<file path="config.mk">
export PLATFORM = sky130hd
export DESIGN_NAME = reg_write_arbiter
export DESIGN_NICKNAME = d
export VERILOG_FILES = /design/src/rtl/reg_write_arbiter.sv
export SDC_FILE = /design/constraint.sdc
export NUM_CORES = 1
export LEC_CHECK = 0
export ABC_CLOCK_PERIOD_IN_PS = 3330
export CAP_MARGIN = 20
export CORE_MARGIN = 3
export CORE_UTILIZATION = 40
export DETAILED_ROUTE_END_ITERATION = 6
export GPL_TIMING_DRIVEN = 0
export PLACE_DENSITY = 0.95
export REMOVE_ABC_BUFFERS = 1
export SLEW_MARGIN = 25
export SYNTH_ARGS = -nofsm -noshare
export SYNTH_HDL_FRONTEND = slang
export SYNTH_SLANG_ARGS = --single-unit
</file>
<file path="constraint.sdc">
create_clock -name clk -period 3.33 [get_ports clk]
set_input_delay 0.4995 -clock clk [delete_from_list [all_inputs] [get_ports clk]]
set_output_delay 0.4995 -clock clk [all_outputs]
set_load 0.02 [all_outputs]
</file>
<file path="src/rtl/reg_write_arbiter.sv">
// Round-robin write arbiter: grants one requester at a time a single-cycle
// one-hot write into a shared register bank, then acknowledges the winner.
//
// state | meaning
// IDLE  | waiting for any req; grant and latch winner at the edge
// WRITE | reg_en one-hot(lat_addr), reg_d = lat_data for one cycle
// ACK   | ack one-hot(win) for one cycle; ptr advances past winner
module reg_write_arbiter #(
  parameter int NREQ = 4,
  parameter int DW   = 8,
  parameter int NREG = 4,
  parameter int AW   = 2
) (
  input  logic              clk,
  input  logic              reset,
  input  logic [NREQ-1:0]    req,
  input  logic [NREQ*AW-1:0] req_addr,
  input  logic [NREQ*DW-1:0] req_data,
  output logic [NREQ-1:0]    ack,
  output logic [NREG-1:0]    reg_en,
  output logic [DW-1:0]      reg_d,
  output logic               busy
);

  localparam int PW = (NREQ > 1) ? $clog2(NREQ) : 1;

  typedef enum logic [1:0] {
    IDLE  = 2'd0,
    WRITE = 2'd1,
    ACK   = 2'd2
  } state_t;

  state_t        state;
  state_t        state_nxt;
  logic [PW-1:0] ptr;
  logic [PW-1:0] win;
  logic [PW-1:0] pick;
  logic          grant;
  logic [AW-1:0] lat_addr;
  logic [DW-1:0] lat_data;

  // First requester at or after p, wrapping at NREQ (which need not be a power of 2).
  function automatic logic [PW-1:0] rr_pick(input logic [NREQ-1:0] r,
                                            input logic [PW-1:0]   p);
    logic found;
    int   idx;
    rr_pick = '0;
    found   = 1'b0;
    for (int k = 0; k < NREQ; k++) begin
      idx = int'(p) + k;
      if (idx >= NREQ) idx = idx - NREQ;
      if (!found && r[idx]) begin
        found   = 1'b1;
        rr_pick = PW'(idx);
      end
    end
  endfunction

  assign pick = rr_pick(req, ptr);

  always_ff @(posedge clk or posedge reset) begin
    if (reset) state <= IDLE;
    else       state <= state_nxt;
  end

  always_comb begin
    state_nxt = state;
    grant     = 1'b0;
    case (state)
      IDLE: begin
        if (|req) begin
          grant     = 1'b1;
          state_nxt = WRITE;
        end
      end
      WRITE:   state_nxt = ACK;
      ACK:     state_nxt = IDLE;
      default: state_nxt = IDLE;
    endcase
  end

  always_ff @(posedge clk or posedge reset) begin
    if (reset) begin
      ptr      <= '0;
      win      <= '0;
      lat_addr <= '0;
      lat_data <= '0;
    end else begin
      if (grant) begin
        win      <= pick;
        lat_addr <= req_addr[int'(pick)*AW +: AW];
        lat_data <= req_data[int'(pick)*DW +: DW];
      end
      if (state == ACK) begin
        ptr <= (win == PW'(NREQ - 1)) ? '0 : win + 1'b1;
      end
    end
  end

  // Outputs decode registered state only, so reset clears them without a clock.
  assign reg_en = (state == WRITE) ? (NREG'(1) << lat_addr) : '0;
  assign ack    = (state == ACK)   ? (NREQ'(1) << win)      : '0;
  assign reg_d  = lat_data;
  assign busy   = (state != IDLE);

endmodule

</file>
==> results.toml <==
[clock_network]
postCtsHoldBufs = 0
clk_latency_ns = 0.29
cts_resized = 0
cts_tree = "done"
post_cts_buffers = 0
htree_num_levels = 1
cts_sinks = 16
cts_buffers = 3
clkSlewWorstSetupHoldPaths_ns = 0.10
clock_tree.buffer_depth = 2
cts_root_buf = "clkbuf_4"

[yosys]
avgSynthCellArea_um2 = 9.95
yosysUniqueCellTypes = 26
postSynth.asyncResetShare_pct = 100
ys_ff_latch = 16
syn_inst = 104
synth_seq_area_share_pct = 38.7
ys.warnings.count = 0
synth_area_um2 = 1030
synth_flop_cell = "dfrtp_1"
ys_top_cells_by_area = "dfrtp_1 39%, mux2i_1 20%, o221ai_1 8.5%"
synth_edf_count = 0
synth_top_area_cell = "dfrtp_1"
yosysTopAreaCellShare_pct = 38.7

[worst_setup_path]
crit_top_cell = "mux2i_1"
critPathTopFamily = "buffers and inverters"
required_ns = 3.47
slowest_stage = "nor3_4"
worst_setup_path_end_kind = "flop"
critical_path.startpoint_type = "input port"
path_class = "input port to flop"
rr_startpoint = "ptr[1]$_DFFE_PP0P_"
crit_chain = "clkdlybuf4s50_1 > mux2i_1 > nor2_1 > nor3_4 > buf_6 > mux2i_1 > o221ai_1"
cpPeakStageDelay_ns = 0.59
path_buf_inv = 2
cp.arrival_ns = 2.47
crit_fanout = 11
cp-startpoint = "req[0]"

[die]
dieArea_um2 = 3230
core.rowCount = 17
initial_utilization_pct = 44.2
core_area_um2 = 2340
chipWidth_um = 56.9
dieHeight_um = 56.9
pin_count = 63

[min_path]
hp-start = "state[1]$_DFFE_PP0P_"
hp-class = "flop to flop"

[placed_design]
gp_congestion = 0.796
portBuffers = 62
place_area_um2 = 1670
dp_hpwl_um = 2380

[global_routing]
grt_max_degree = 17
grt_pass1_wl_um = 5160
grt_pass1_vias = 1162
overflow = 0
antenna_found_initial = 0
track_usage_pct = 20.6

[sta]
slew_headroom_pct = 55.7
setup_viol = 0
final_max_slew_viol_count = 0
period_share_pct = 70.0
hold_violations = 0
period_minus_slack_ns = 2.33
worstMarginPinSlew_ns = 0.662
tns_ns = 0
clock-skew-final_ns = 0.00819
rsz0062_at_grt = "false"
fmax_mhz = 429

[finish]
syn_to_final_growth_pct = 64.9
nets = 218
regArea_um2 = 400
final_area_um2 = 1710
drive_gt1_share_pct = 4.79
multi_input_comb_area_um2 = 584
fillers = 173
diodes = 0

[routing]
routedWlPerCell_um = 15.1
route.detailed.drc = 0
dr.pass1.iters = 4
drt_wl_total_um = 2950
num_vias = 1045
ant_nets = 0
via_per_inst = 5.36
detail_route.iter0.violations = 31

[power_and_ir_drop]
peakVddDrop_v = 0.000427
power.density_nw_per_um2 = 744
p_leak_nw = 0.741

[job]
maxCapViolCount = 0

[status]
status = "complete, no violations"
==> sequential cells by signal, summed over array words and instances (netlist names) <==
| name | flops |
|---|---|
| ptr | 2 |
| state | 2 |
| lat_addr | 2 |
| win | 2 |
| reg_d | 8 |
==> kinds of logic (layout without fill, tap and decap cells) <==
| group | Yosys count | after routing | synth area share, % |
|---|---|---|---|
| adders and majority gates | 4 | 4 | 4.84 |
| AOI/OAI and AO/OA | 18 | 18 | 13.1 |
| and+or+nand+nor | 35 | 35 | 17.2 |
| muxes | 22 | 22 | 21.4 |
| DFF | 16 | 16 | 38.7 |
| buffers and inverters | 9 | 72 | 4.84 |
==> per-layer routing <==
metal	vias to the layer above	share of wire, %	GRT usage (%)
li1	497	-	-
met1	479	41	23.4
met2	63	48	35.1
met3	6	8.6	5.75
met4	0	2.4	9.93
met5	-	0	0
==> path summary, 6_finish.rpt <==
path	endpoint	slack (ns)	depth (start not counted)
worst max register to register	reg_d[5]$_DFFE_PP0P_	1.20	6
max in group asynchronous	ptr[1]$_DFFE_PP0P_	2.37	2
worst min register to register	state[1]$_DFFE_PP0P_	0.50	1
worst max-delay path	reg_d[5]$_DFFE_PP0P_	1.0	7
worst min-delay path	state[1]$_DFFE_PP0P_	0.50	1
min in group asynchronous	reg_d[7]$_DFFE_PP0P_	0.57	2
==> final cells by class <==
| cell class | instances | area share, % |
|---|---|---|
| Inverter | 5 | 1.10 |
| Sequential cell | 16 | 23.5 |
| Multi-Input combinational cell | 79 | 34.2 |
| Timing Repair Buffer | 63 | 37.0 |
| Tap cell | 28 | 2.05 |
| Clock buffer | 4 | 2.13 |
==> where the power goes <==
part / leakage (nW) / total [W] / switching [W] / internal (W)
sequential: 0.197 / 0.000369 / 0.0000762 / 0.000293
combinational: 0.523 / 0.000771 / 0.000403 / 0.000368
clock: 0.0210 / 0.000129 / 0.0000624 / 0.0000666
total: 0.741 / 0.00127 / 0.000542 / 0.000727
==> cell usage in the layout, fill, tap and decap left out, drive strengths merged, types with 3 or more instances in the layout <==
cell and count:
inv 5, clkbuf 4, o221ai 10, nor2 5, o21ai 3, mux2i 21
clkdlybuf4s50 62, dfrtp 16, ha 4, nand2 16, a21oi 3, or2 3
and2 4
==> synth_stat cells (all sizes together) (2+ instances only) <==
cell	number
a21oi	3
and2	4
buf	3
dfrtp	16
ha	4
inv	5
mux2i	21
nand2	16
nor2	5
nor2b	2
o21ai	3
o221ai	10
or2	3
==> stage by stage <==
| step | instances | util (%) | worst slack [ns] | hold slack [ns] | total power (W) |
|---|---|---|---|---|---|
| 3_5_place_dp | 191 | 71.4 | 0.703 | 0.480 | 0.00114 |
| 4_1_cts | 195 | 72.9 | 1.01 | 0.501 | 0.00127 |
| 2_1_floorplan | 100 | - | 1.33 | 0.413 | 0.000818 |
| 6_report | 195 | 72.9 | 0.998 | 0.502 | 0.00127 |
| 5_1_grt | 195 | 72.9 | 0.844 | 0.530 | 0.00136 |
| 3_3_place_gp | 190 | 70.9 | 0.621 | 0.473 | 0.00109 |
No activity file was read; power rests on OpenSTA's default activity.
